[src/rtl/wash_pkg.sv]
// Shared definitions for the wash program sequencer and the display/LED view controller:
// state codes, stage-time field layout, and the four preset wash profiles.
package wash_pkg;

  typedef enum logic [2:0] {
    ST_SHUTDOWN = 3'd0,
    ST_BEGIN    = 3'd1,
    ST_SET      = 3'd2,
    ST_RUN      = 3'd3,
    ST_ERROR    = 3'd4,
    ST_PAUSE    = 3'd5,
    ST_FINISH   = 3'd6
  } wash_state_e;

  // The single input event that acts in a given cycle, after priority and applicability.
  typedef enum logic [2:0] {
    EV_NONE,
    EV_POWER,
    EV_LID,
    EV_START,
    EV_SET,
    EV_TICK
  } wash_event_e;

  localparam int MSG_W   = 26;
  localparam int NUM_FLD = 8;

  // Index 0 is fld0 (least significant); fld2 and fld6 are the 4-bit fields.
  localparam int FLD_LSB [NUM_FLD] = '{0, 3, 6, 10, 13, 16, 19, 23};
  localparam int FLD_W   [NUM_FLD] = '{3, 3, 4, 3, 3, 3, 4, 3};

  localparam logic [MSG_W-1:0] PRESET_P0 =
    {3'd2, 4'd9,  3'd2, 3'd2, 3'd5, 4'd6,  3'd2, 3'd3};
  localparam logic [MSG_W-1:0] PRESET_P1 =
    {3'd1, 4'd4,  3'd1, 3'd1, 3'd3, 4'd4,  3'd1, 3'd2};
  localparam logic [MSG_W-1:0] PRESET_P2 =
    {3'd0, 4'd0,  3'd0, 3'd0, 3'd0, 4'd9,  3'd2, 3'd5};
  localparam logic [MSG_W-1:0] PRESET_P3 =
    {3'd3, 4'd15, 3'd3, 3'd3, 3'd7, 4'd15, 3'd3, 3'd7};

  function automatic logic [MSG_W-1:0] preset_msg(input logic [1:0] idx);
    logic [MSG_W-1:0] p;
    case (idx)
      2'd0:    p = PRESET_P0;
      2'd1:    p = PRESET_P1;
      2'd2:    p = PRESET_P2;
      default: p = PRESET_P3;
    endcase
    return p;
  endfunction

  // Mask selecting field idx in place within the packed word.
  function automatic logic [MSG_W-1:0] field_mask(input int idx);
    logic [MSG_W-1:0] ones;
    ones = MSG_W'((1 << FLD_W[idx]) - 1);
    return ones << FLD_LSB[idx];
  endfunction

endpackage

[src/rtl/wash_msg_decrement.sv]
// Combinational stage countdown: subtracts one from the highest-index nonzero field of msg
// (no borrow between fields) and flags when the resulting word is all zero.
module wash_msg_decrement
  import wash_pkg::*;
(
  input  logic [MSG_W-1:0] msg_i,
  output logic [MSG_W-1:0] msg_o,
  output logic             all_zero_o
);

  logic found;

  always_comb begin
    // NOTE: every variable gets a default at the top of the block, so no path leaves it
    // unassigned and no latch is inferred.
    msg_o = msg_i;
    found = 1'b0;
    for (int i = NUM_FLD - 1; i >= 0; i--) begin
      // The field is known nonzero here, so subtracting its LSB weight cannot borrow out of it.
      if (!found && ((msg_i & field_mask(i)) != '0)) begin
        msg_o = msg_i - (MSG_W'(1) << FLD_LSB[i]);
        found = 1'b1;
      end
    end
    all_zero_o = (msg_o == '0);
  end

endmodule

[src/rtl/wash_program_sequencer.sv]
// Wash program sequencer: machine FSM, profile register and FINISH hold counter.
// Define WASH_LID_CHECK_EN to enable the lid-open ERROR state; by default lid_open is ignored.
module wash_program_sequencer
  import wash_pkg::*;
#(
  parameter int unsigned FINISH_HOLD = 3
) (
  input  logic        cp,
  input  logic        reset,
  input  logic        tick,
  input  logic        power_key,
  input  logic        start_key,
  input  logic        set_key,
  input  logic        lid_open,
  output logic [2:0]  state,
  output logic [25:0] msg,
  output logic [1:0]  profile
);

  wash_state_e      state_q, state_d;
  logic [MSG_W-1:0] msg_q, msg_d;
  logic [1:0]       profile_q, profile_d;
  logic [3:0]       fcnt_q, fcnt_d;

  wash_event_e      ev;
  logic [MSG_W-1:0] dec_msg;
  logic             dec_zero;
  logic             fcnt_last;
  logic [1:0]       profile_next;

`ifndef WASH_LID_CHECK_EN
  logic unused_lid;
  assign unused_lid = lid_open;
`endif

  wash_msg_decrement u_dec (
    .msg_i      (msg_q),
    .msg_o      (dec_msg),
    .all_zero_o (dec_zero)
  );

  assign fcnt_last    = (fcnt_q == 4'(FINISH_HOLD - 1));
  assign profile_next = profile_q + 2'd1;

  // Pick the one event that acts: highest priority among those meaningful in this state.
  always_comb begin
    ev = EV_NONE;
    if (power_key)
      ev = EV_POWER;
`ifdef WASH_LID_CHECK_EN
    else if (lid_open && (state_q inside {ST_RUN, ST_PAUSE, ST_ERROR}))
      ev = EV_LID;
`endif
    else if (start_key && (state_q inside {ST_BEGIN, ST_SET, ST_RUN, ST_PAUSE, ST_ERROR}))
      ev = EV_START;
    else if (set_key && (state_q inside {ST_BEGIN, ST_SET}))
      ev = EV_SET;
    else if (tick && (state_q inside {ST_RUN, ST_FINISH}))
      ev = EV_TICK;
  end

  always_comb begin
    state_d = state_q;
    case (state_q)
      ST_SHUTDOWN: if (ev == EV_POWER) state_d = ST_BEGIN;

      ST_BEGIN, ST_SET: begin
        case (ev)
          EV_POWER: state_d = ST_SHUTDOWN;
          EV_START: state_d = (msg_q == '0) ? ST_FINISH : ST_RUN;
          EV_SET:   state_d = ST_SET;
          default:  ;
        endcase
      end

      ST_RUN: begin
        case (ev)
          EV_POWER: state_d = ST_SHUTDOWN;
          EV_LID:   state_d = ST_ERROR;
          EV_START: state_d = ST_PAUSE;
          EV_TICK:  state_d = dec_zero ? ST_FINISH : ST_RUN;
          default:  ;
        endcase
      end

      ST_PAUSE: begin
        case (ev)
          EV_POWER: state_d = ST_SHUTDOWN;
          EV_LID:   state_d = ST_ERROR;
          EV_START: state_d = ST_RUN;
          default:  ;
        endcase
      end

`ifdef WASH_LID_CHECK_EN
      // A start while the lid is still open arrives as EV_LID and leaves the state unchanged.
      ST_ERROR: begin
        case (ev)
          EV_POWER: state_d = ST_SHUTDOWN;
          EV_START: state_d = ST_RUN;
          default:  ;
        endcase
      end
`endif

      ST_FINISH: begin
        if (ev == EV_POWER)
          state_d = ST_SHUTDOWN;
        else if (ev == EV_TICK && fcnt_last)
          state_d = ST_BEGIN;
      end

      default: state_d = ST_SHUTDOWN;
    endcase
  end

  always_comb begin
    msg_d     = msg_q;
    profile_d = profile_q;
    fcnt_d    = fcnt_q;
    case (ev)
      EV_POWER: begin
        msg_d     = (state_q == ST_SHUTDOWN) ? PRESET_P0 : '0;
        profile_d = 2'd0;
        fcnt_d    = 4'd0;
      end
      EV_SET: begin
        if (state_q == ST_SET) begin
          profile_d = profile_next;
          msg_d     = preset_msg(profile_next);
        end
      end
      EV_TICK: begin
        if (state_q == ST_RUN) begin
          msg_d = dec_msg;
        end else if (fcnt_last) begin
          msg_d     = PRESET_P0;
          profile_d = 2'd0;
          fcnt_d    = 4'd0;
        end else begin
          fcnt_d = fcnt_q + 4'd1;
        end
      end
      default: ;
    endcase

    if (state_d == ST_FINISH && state_q != ST_FINISH) begin
      msg_d  = '0;
      fcnt_d = 4'd0;
    end
    // Covers the illegal-code recovery as well as power-off.
    if (state_d == ST_SHUTDOWN && state_q != ST_SHUTDOWN) begin
      msg_d     = '0;
      profile_d = 2'd0;
      fcnt_d    = 4'd0;
    end
  end

  always_ff @(posedge cp) begin
    // NOTE: sequential state uses non-blocking assignments so every register samples the
    // pre-edge values regardless of statement order.
    if (reset) begin
      state_q   <= ST_SHUTDOWN;
      msg_q     <= '0;
      profile_q <= 2'd0;
      fcnt_q    <= 4'd0;
    end else begin
      state_q   <= state_d;
      msg_q     <= msg_d;
      profile_q <= profile_d;
      fcnt_q    <= fcnt_d;
    end
  end

  assign state   = state_q;
  assign msg     = msg_q;
  assign profile = profile_q;

endmodule

[config.mk]
export PLATFORM = sky130hd
export DESIGN_NAME = wash_program_sequencer
export DESIGN_NICKNAME = d
export VERILOG_FILES = /design/src/rtl/wash_pkg.sv /design/src/rtl/wash_msg_decrement.sv /design/src/rtl/wash_program_sequencer.sv
export SDC_FILE = /design/constraint.sdc
export NUM_CORES = 1
export LEC_CHECK = 0
export ABC_AREA = 1
export ABC_CLOCK_PERIOD_IN_PS = 4150
export BUFFER_PORTS_ARGS = -buffer_cell sky130_fd_sc_hd__buf_2
export CAP_MARGIN = 30
export CORE_AREA = 2 2 100 102
export DETAILED_ROUTE_END_ITERATION = 8
export DIE_AREA = 0 0 102 104
export GPL_TIMING_DRIVEN = 1
export HOLD_SLACK_MARGIN = 0.15
export PLACE_DENSITY = 0.76
export SKIP_LAST_GASP = 1
export SLEW_MARGIN = 20
export SYNTH_ARGS = -nofsm -noshare
export SYNTH_HDL_FRONTEND = slang
export SYNTH_SLANG_ARGS = --single-unit
[constraint.sdc]
create_clock -name cp -period 4.15 [get_ports cp]
set_input_delay 0.2075 -clock cp [delete_from_list [all_inputs] [get_ports cp]]
set_output_delay 0.2075 -clock cp [all_outputs]
set_load 0.1 [all_outputs]
==> reports/metrics.cfg, run 1 <==
[route]
drc = 0
num_vias = 6502
route.antenna.remaining_nets = 0
via_per_inst = 5.664
drt-initial-drc-count = 588
drt_pass1_iterations = 6
wirelength_um = 18230
wl_per_cell_um = 15.88

[synthesis]
synth_flop_cell = dfxtp_1
synthesis.area_um2 = 5396
synth-edff-count = 0
synthCells = 960
ys_ff_latch = 35
synth_top_cell_by_area = nand2_1
syn_nets = 989
ys_warn_count = 0
synth.avg_cell_area_um2 = 5.621
synth_top_area_share_pct = 19.27
synthTopCellsByArea = nand2_1 19%, dfxtp_1 13%, inv_1 7.9%
synth.distinct_cells = 49
ys_seq_area_share_pct = 12.98
async_reset_ff_share_pct = 0

[clock_network]
cts_buffers = 5
clk_latency_ns = 0.30
clkSinkCount = 35
cts-root-buf = clkbuf_8
clock_tree.buffer_depth = 2
cts_tree = built
clk_pin_slew_ns = 0.07
htreeDepth = 2

[timing]
post-route-period-util_pct = 91.03
setup_viol = 0
drv_slew = 0
timing.setup.tns_ns = 0
grt_setup_unrepaired = false
fmaxAchievable_mhz = 264.7
slew_headroom_pct = 56.08
skew_ns = 0.004523
tightest_slew_ns = 0.6559
period_minus_slack_ns = 3.778
hold_viol = 0
fin_hold_ws_ns = 0.4499

[critical_path]
cp-start-kind = register
crit_required_ns = 4.35
path_class = reg2reg
max_stage_delay_ns = 0.49
arrival_ns = 3.98
crit_fanout = 18
cp_slowest_cell = nor2_4
endpoint_kind = register
cp_cell_sequence = inv_1, ha_1, ha_2, nand4_4, nor2_4, o211ai_1, nor2_1, nand3_1, nor2_1, nand3_1, nor2_1, nand3_1, nand2_1, nand2_1, nand2_1, nand2_2, nand2_4, buf_12, nor2_2

[pwr]
ir_drop_v = 0.0002350
power_per_cell_area_nw_per_um2 = 309.9
p_leak_nw = 3.051

[place]
dp_hpwl_um = 14360
numPortBuffers = 36
routabilityCongestion = 1.051

[finish]
final_core_util_pct = 62.79
diodes = 0
final_common_cell = nand2_1
mostFrequentLayoutCells = 277 x nand2_1, 114 x inv_1, 111 x nor2_1, 85 x nand3_1, 58 x o21ai_0
nNetsFinal = 1043
drive_gt1_share_pct = 15.76
area_growth_pct = 11.11

[floorplanning]
die_h_um = 104
start_util_pct = 56.51
die_area_um2 = 10610
ios = 38
die_w_um = 102
rows = 36
core_region_area_um2 = 9549

[run]
cap_violations = 0

[global_route]
grt_pass1_vias = 5963
grt_first_pass_wirelength_um = 29450
grt_overflow = 0
antenna_found_initial = 0
grt_max_degree = 21
track_usage_pct = 34.65

[status]
outcome = finished clean

[hold_path]
hold_class = in2reg

[Yosys cell counts, drive strengths merged, types with 3 or more instances]
master,instances
clkbuf,9
o21ai,64
inv,122
ha,22
nor3,10
nand3,90
o211ai,12
nand4,21
or2,3
nor2,156
o22ai,15
a21oi,49
buf,14
clkinv,7
xor2,29
dfxtp,35
nand2,284
nor4,3
[where the power goes]
| group | internal [mW] | total [mW] | switching (mW) |
|---|---|---|---|
| sequential | 0.354 | 0.377 | 0.0231 |
| combinational | 0.341 | 1.19 | 0.851 |
| clock | 0.151 | 0.289 | 0.138 |
[repair_timing]
action,in CTS,in global routing
gates resized for setup,0,3
hold endpoints to repair,2,0
endpoints found under the setup margin,0,26
buffers inserted,0,3
hold buffers,1,0
[layout make-up]
| cell class | count | area, µm² |
|---|---|---|
| fill | 979 | 3553 |
| timing repair buffer | 70 | 475.5 |
| tap | 133 | 166.4 |
| clock inverter | 1 | 7.507 |
| multi-input combinational | 773 | 4060 |
| inverter | 129 | 489.2 |
| sequential | 35 | 700.7 |
| clock buffer | 7 | 96.34 |
[metal layers]
layer | wire length (µm) | vias to the layer above | track usage, %
met4 | 621 | 0 | 13.52
met5 | 0 | - | 0
met1 | 7588 | 2893 | 46.62
met2 | 8311 | 329 | 55.50
met3 | 1707 | 48 | 4.772
li1 | - | 3232 | -
[path summary, 6_finish.rpt]
path	start	to	slack, ns	cells past startpoint
worst max register to register	msg[10]	msg[10]	0.37	19
worst max-delay path	msg[10]	msg[10]	0.37	19
worst min-delay path	power_key	state[0]	0.45	6
worst min register to register	fcnt_q[3]	fcnt_q[3]	0.58	4
[stage by stage]
step / power [mW] / std cells / area (µm²) / setup WS, ns
after floorplan: 1.269 / 960 / 5396 / 0.2924
after global placement: 1.530 / 1136 / 5848 / 0.4330
after detailed placement: 1.538 / 1136 / 5848 / 0.3622
after CTS: 1.829 / 1145 / 5962 / 0.3425
after global routing: 1.996 / 1148 / 5996 / 0.08583
final: 1.858 / 1148 / 5996 / 0.3721
[sequential cells by signal, summed over array words and instances, names as in the netlist]
signal / cells
profile: 2
state: 3
fcnt_q: 4
msg: 26
[critical path, delay by kind of cell (launching register included)]
kind	cells	cell delay (ns)
AOI/OAI and AO/OA	1	0.13
and+or+nand+nor	14	2.13
buffers and inverters	2	0.38
adders and majority gates	2	0.69
DFF	1	0.32
[cell families (layout without fill, tap and decap cells)]
kind of cell / count (synthesis) / count (layout) / synth area share [%]
AND/OR/NAND/NOR: 570 / 570 / 49.18
buffers and inverters: 152 / 207 / 12.03
AO/OA/AOI/OAI: 150 / 150 / 15.67
flip-flops: 35 / 35 / 12.98
XOR/XNOR: 31 / 31 / 5.031
adder cells (fa/ha/maj): 22 / 22 / 5.101
Power figures use the tool's default switching activity.
==> run 2: changes to the inputs <==
--- a/config.mk
+++ b/config.mk
@@ -8,13 +8,14 @@
 export ABC_AREA = 1
 export ABC_CLOCK_PERIOD_IN_PS = 4150
 export BUFFER_PORTS_ARGS = -buffer_cell sky130_fd_sc_hd__buf_2
-export CAP_MARGIN = 30
-export CORE_AREA = 2 2 100 102
+export CELL_PAD_IN_SITES_DETAIL_PLACEMENT = 2
+export CELL_PAD_IN_SITES_GLOBAL_PLACEMENT = 2
+export CORE_AREA = 2 2 133 135
 export DETAILED_ROUTE_END_ITERATION = 8
-export DIE_AREA = 0 0 102 104
+export DIE_AREA = 0 0 135 137
 export GPL_TIMING_DRIVEN = 1
 export HOLD_SLACK_MARGIN = 0.15
-export PLACE_DENSITY = 0.76
+export PLACE_DENSITY_LB_ADDON = 0.1
 export SKIP_LAST_GASP = 1
 export SLEW_MARGIN = 20
 export SYNTH_ARGS = -nofsm -noshare
==> reports/metrics.cfg, run 2 (same netlist as run 1, synthesis figures left out) <==
[run]
cap_violations = 0

[place]
dp_slack_ns = 0.1736
routabilityCongestion = 0.8510
dpl-instance-area_um2 = 6056
numPortBuffers = 36
dp_hpwl_um = 20580

[timing]
timing.setup.tns_ns = 0
layout_setup_ws_ns = 0.3482
grt_setup_unrepaired = false
post-route-period-util_pct = 91.61
setup_viol = 0
slew_headroom_pct = 40.33
period_minus_slack_ns = 3.802
drv_slew = 0
tightest_slew_ns = 0.8941
hold_viol = 0
fmaxAchievable_mhz = 263.0
skew_ns = 0.009478

[global_route]
grt_first_pass_wirelength_um = 39980
track_usage_pct = 28.28
grt_pass1_vias = 6987
grt_overflow = 0
grt_max_degree = 21
antenna_found_initial = 0

[route]
drc = 0
via_per_inst = 5.368
drt_pass1_iterations = 4
wl_per_cell_um = 20.38
num_vias = 6715
drt-initial-drc-count = 312
wirelength_um = 25490
route.antenna.remaining_nets = 0

[clock_network]
htreeDepth = 2
cts_tree = built
clock_tree.buffer_depth = 2
clk_pin_slew_ns = 0.07
cts_buffers = 5
clkSinkCount = 35
cts-root-buf = clkbuf_16
clk_latency_ns = 0.31

[floorplanning]
die_area_um2 = 18500
start_util_pct = 31.64
ios = 38
core_region_area_um2 = 17060
die_h_um = 137
die_w_um = 135
rows = 48

[finish]
area_growth_pct = 15.79
multiInputGateArea_um2 = 4085
final_common_cell = nand2_1
mostFrequentLayoutCells = 276 x nand2_1, 114 x inv_1, 111 x nor2_1, 85 x nand3_1, 58 x o21ai_0
finalInstanceArea_um2 = 6248
drive_gt1_share_pct = 16.67
seq_area_um2 = 700.7
fillCellCount = 2243
diodes = 0
nNetsFinal = 1054
largest_reg_flops = 26

[hold_path]
whs_path_depth = 4
worstHoldStart = power_key
hold_class = in2reg
hold_end = state[1]

[pwr]
p_total_mw = 2.099
power_per_cell_area_nw_per_um2 = 335.9
ir_drop_v = 0.0002504
p_leak_nw = 3.122

[critical_path]
cp-start-kind = register
path_class = reg2reg
endpoint_kind = register
rr_endpoint = fcnt_q[1]
crit_required_ns = 4.34
arrival_ns = 4.00
r2r_cells = 24
r2r-start = msg[14]
r2r_setup_slack_ns = 0.35
crit_fanout = 20

[status]
outcome = finished clean

[run 2: changes by cell type in the layout (fill, tap and decap cells not counted), sizes merged]
cell,previous run,this run
buf,69,80
clkinvlp,1,2
clkbuf,7,5
inv,122,123
[run 2: worst max-delay path by stage]
stage | slack (ns) | cells after the start | start | endpoint
3_5_place_dp | 0.17 | 23 | msg[17] | fcnt_q[1]
6_report | 0.35 | 24 | msg[14] | fcnt_q[1]
3_3_place_gp | 0.29 | 23 | msg[17] | msg[15]
2_1_floorplan | 0.29 | 20 | msg[6] | msg[14]
4_1_cts | 0.14 | 23 | msg[17] | msg[11]
5_1_grt | 0.02 | 23 | msg[14] | msg[11]
[run 2: what timing repair did]
item | CTS | global route
endpoints found under the hold margin | 2 | 0
gates resized for setup | 0 | 7
hold buffers | 1 | 0
setup endpoints to repair | 0 | 30
buffers inserted | 0 | 0
[run 2: power breakdown]
group          switching (mW)  internal, mW
clock network           0.187         0.222
registers              0.0258         0.354
logic                   0.951         0.358
total                    1.16         0.935
[run 2: through the flow]
stage / instances / util (%) / hold WS (ns)
detailed placement: 1242 / 35.50 / 0.4011
floorplan: 960 / - / 0.2766
global route: 1251 / 36.63 / 0.5225
global placement: 1242 / 35.50 / 0.3992
finish: 1251 / 36.63 / 0.4537
CTS: 1251 / 36.41 / 0.4704
[run 2: area by class of cell]
type / instances / area share, %
multi-input combinational: 773 / 65.38
sequential: 35 / 11.21
timing repair buffer: 81 / 8.730
inverter: 129 / 7.849
tap: 225 / 4.505
clock buffer: 5 / 2.002
clock inverter: 3 / 0.3204
[run 2: layer usage]
| metal | routed length, µm | track usage [%] |
|---|---|---|
| met3 | 709 | 2.704 |
| met5 | 0 | 0 |
| met4 | 554 | 7.523 |
| met2 | 12400 | 49.89 |
| met1 | 11830 | 36.86 |
[run 2: critical path, cell delays in order, from the launching register on]
cell,delay (ns)
dfxtp_1,0.31
inv_1,0.20
ha_1,0.23
ha_1,0.38
nand4_4,0.24
nor2_8,0.23
nand3_4,0.14
buf_4,0.24
o21ai_0,0.13
inv_1,0.08
nand2_1,0.10
nand2_1,0.09
nor2_1,0.15
nand2_1,0.06
nor2_1,0.12
nand3_1,0.08
nor2_1,0.14
nand3_1,0.12
nand2_1,0.07
nand2_1,0.07
nand2_1,0.08
nand2_2,0.06
nand2_4,0.08
buf_12,0.21
nor2_2,0.05
==> run 3: changes to the inputs <==
--- a/config.mk
+++ b/config.mk
@@ -7,7 +7,7 @@
 export LEC_CHECK = 0
 export ABC_AREA = 1
 export ABC_CLOCK_PERIOD_IN_PS = 4150
-export BUFFER_PORTS_ARGS = -buffer_cell sky130_fd_sc_hd__buf_2
+export BUFFER_PORTS_ARGS = -buffer_cell sky130_fd_sc_hd__buf_4
 export CELL_PAD_IN_SITES_DETAIL_PLACEMENT = 2
 export CELL_PAD_IN_SITES_GLOBAL_PLACEMENT = 2
 export CORE_AREA = 2 2 133 135
==> reports/metrics.cfg, run 3 (same netlist as run 1, synthesis figures left out) <==
[status]
outcome = finished clean

[floorplanning]
die_area_um2 = 18500
die_h_um = 137
core_region_area_um2 = 17060
start_util_pct = 31.64
ios = 38
die_w_um = 135
rows = 48

[timing]
skew_ns = 0.01164
timing.setup.tns_ns = 0
fin_hold_ws_ns = 0.4459
period_minus_slack_ns = 3.848
setup_viol = 0
slew_headroom_pct = 54.39
fmaxAchievable_mhz = 259.9
tightest_slew_ns = 0.6811
hold_viol = 0
post-route-period-util_pct = 92.72
drv_slew = 0

[finish]
diodes = 0
final_core_util_pct = 37.75
final_common_cell = nand2_1
finalInstanceArea_um2 = 6439
drive_gt1_share_pct = 17.71
nNetsFinal = 1067
mostFrequentLayoutCells = 277 x nand2_1, 114 x inv_1, 110 x nor2_1, 89 x buf_4, 85 x nand3_1
largest_reg_flops = 26
area_growth_pct = 19.31

[place]
dpl-instance-area_um2 = 6196
dp_hpwl_um = 21190
routabilityCongestion = 0.8916
numPortBuffers = 36

[route]
wirelength_um = 26910
drt-initial-drc-count = 395
route.antenna.remaining_nets = 0
via_per_inst = 5.456
drc = 0
num_vias = 6896
drt_pass1_iterations = 4
wl_per_cell_um = 21.29

[critical_path]
endpoint_kind = register
r2r-start = msg[17]
cp-start-kind = register
crit_required_ns = 4.35
crit_fanout = 13
arrival_ns = 4.05
path_class = reg2reg
r2r_setup_slack_ns = 0.30
rr_endpoint = msg[20]
r2r_cells = 25

[hold_path]
hold_class = in2reg
hold_end = state[1]
worstHoldStart = power_key
whs_path_depth = 4

[clock_network]
clkSinkCount = 35
clock_tree.buffer_depth = 2
cts_buffers = 5
cts_tree = built
cts-root-buf = clkbuf_16
clk_pin_slew_ns = 0.07
clk_latency_ns = 0.31
htreeDepth = 2

[pwr]
power_per_cell_area_nw_per_um2 = 335.7
p_total_mw = 2.161
p_leak_nw = 3.195
ir_drop_v = 0.0002205

[global_route]
track_usage_pct = 29.22
grt_max_degree = 25
antenna_found_initial = 0
grt_pass1_vias = 7060
grt_first_pass_wirelength_um = 41030
grt_overflow = 0

[run]
cap_violations = 0

[run 3: worst max-delay path by stage]
stage                        from       to  slack (ns)  depth (start not counted)
after global routing      msg[17]  msg[16]       -0.06                         25
after floorplan            msg[6]  msg[14]        0.29                         20
after global placement    msg[14]  msg[12]        0.27                         19
after CTS                 msg[14]  msg[20]        0.10                         23
after detailed placement  msg[14]  msg[12]        0.16                         23
final                     msg[17]  msg[20]        0.30                         25
[run 3: final cells by class]
cell class | instances | area (µm²)
inverter | 129 | 489.2
sequential | 35 | 700.7
clock inverter | 3 | 23.77
fill | 2280 | 10620
multi-input combinational | 773 | 4060
clock buffer | 5 | 125.1
timing repair buffer | 94 | 758.2
tap | 225 | 281.5
[run 3: power by group]
part           switching, mW  internal, mW  total (mW)
combinational          0.975         0.381        1.36
sequential            0.0237         0.354       0.378
clock                  0.202         0.226       0.428
total                   1.20         0.961        2.16
[run 3: worst max-delay path, stage by stage (launching register included)]
cell and delay [ns]:
dfxtp_1 0.33, inv_1 0.08, ha_1 0.25, ha_1 0.36, inv_1 0.12, nor3_2 0.37, nand3_1 0.16, buf_4 0.23
nor2_1 0.10, nor2_1 0.05, nand3_1 0.11, nand2_1 0.09, nand2_1 0.09, nand2_1 0.06, nand2_1 0.09, nand2_1 0.11
nand3b_1 0.17, nor2_1 0.14, nand3_1 0.10, nand2_1 0.09, nand2_1 0.07, nand2_1 0.07, nand2_2 0.06, nand2_4 0.17
buf_12 0.20, nor2_2 0.04
[run 3: per-stage QoR]
stage	worst slack, ns	instances
after floorplan	0.2924	960
after global placement	0.2675	1247
after detailed placement	0.1636	1247
after CTS	0.1040	1256
after global routing	-0.05821	1264
final	0.3020	1264
[run 3: repair_timing]
item	in CTS	in global routing
resized for setup	0	3
hold buffers	1	0
endpoints found under the setup margin	0	24
setup buffers	0	8
endpoints found under the hold margin	2	0
[run 3: metal layers]
layer / global-route usage [%] / up-vias / wire length, µm
li1: - / 3257 / -
met1: 36.91 / 3445 / 11960
met2: 51.61 / 141 / 13190
met3: 3.481 / 53 / 905
met4: 9.606 / 0 / 852
met5: 0 / - / 0
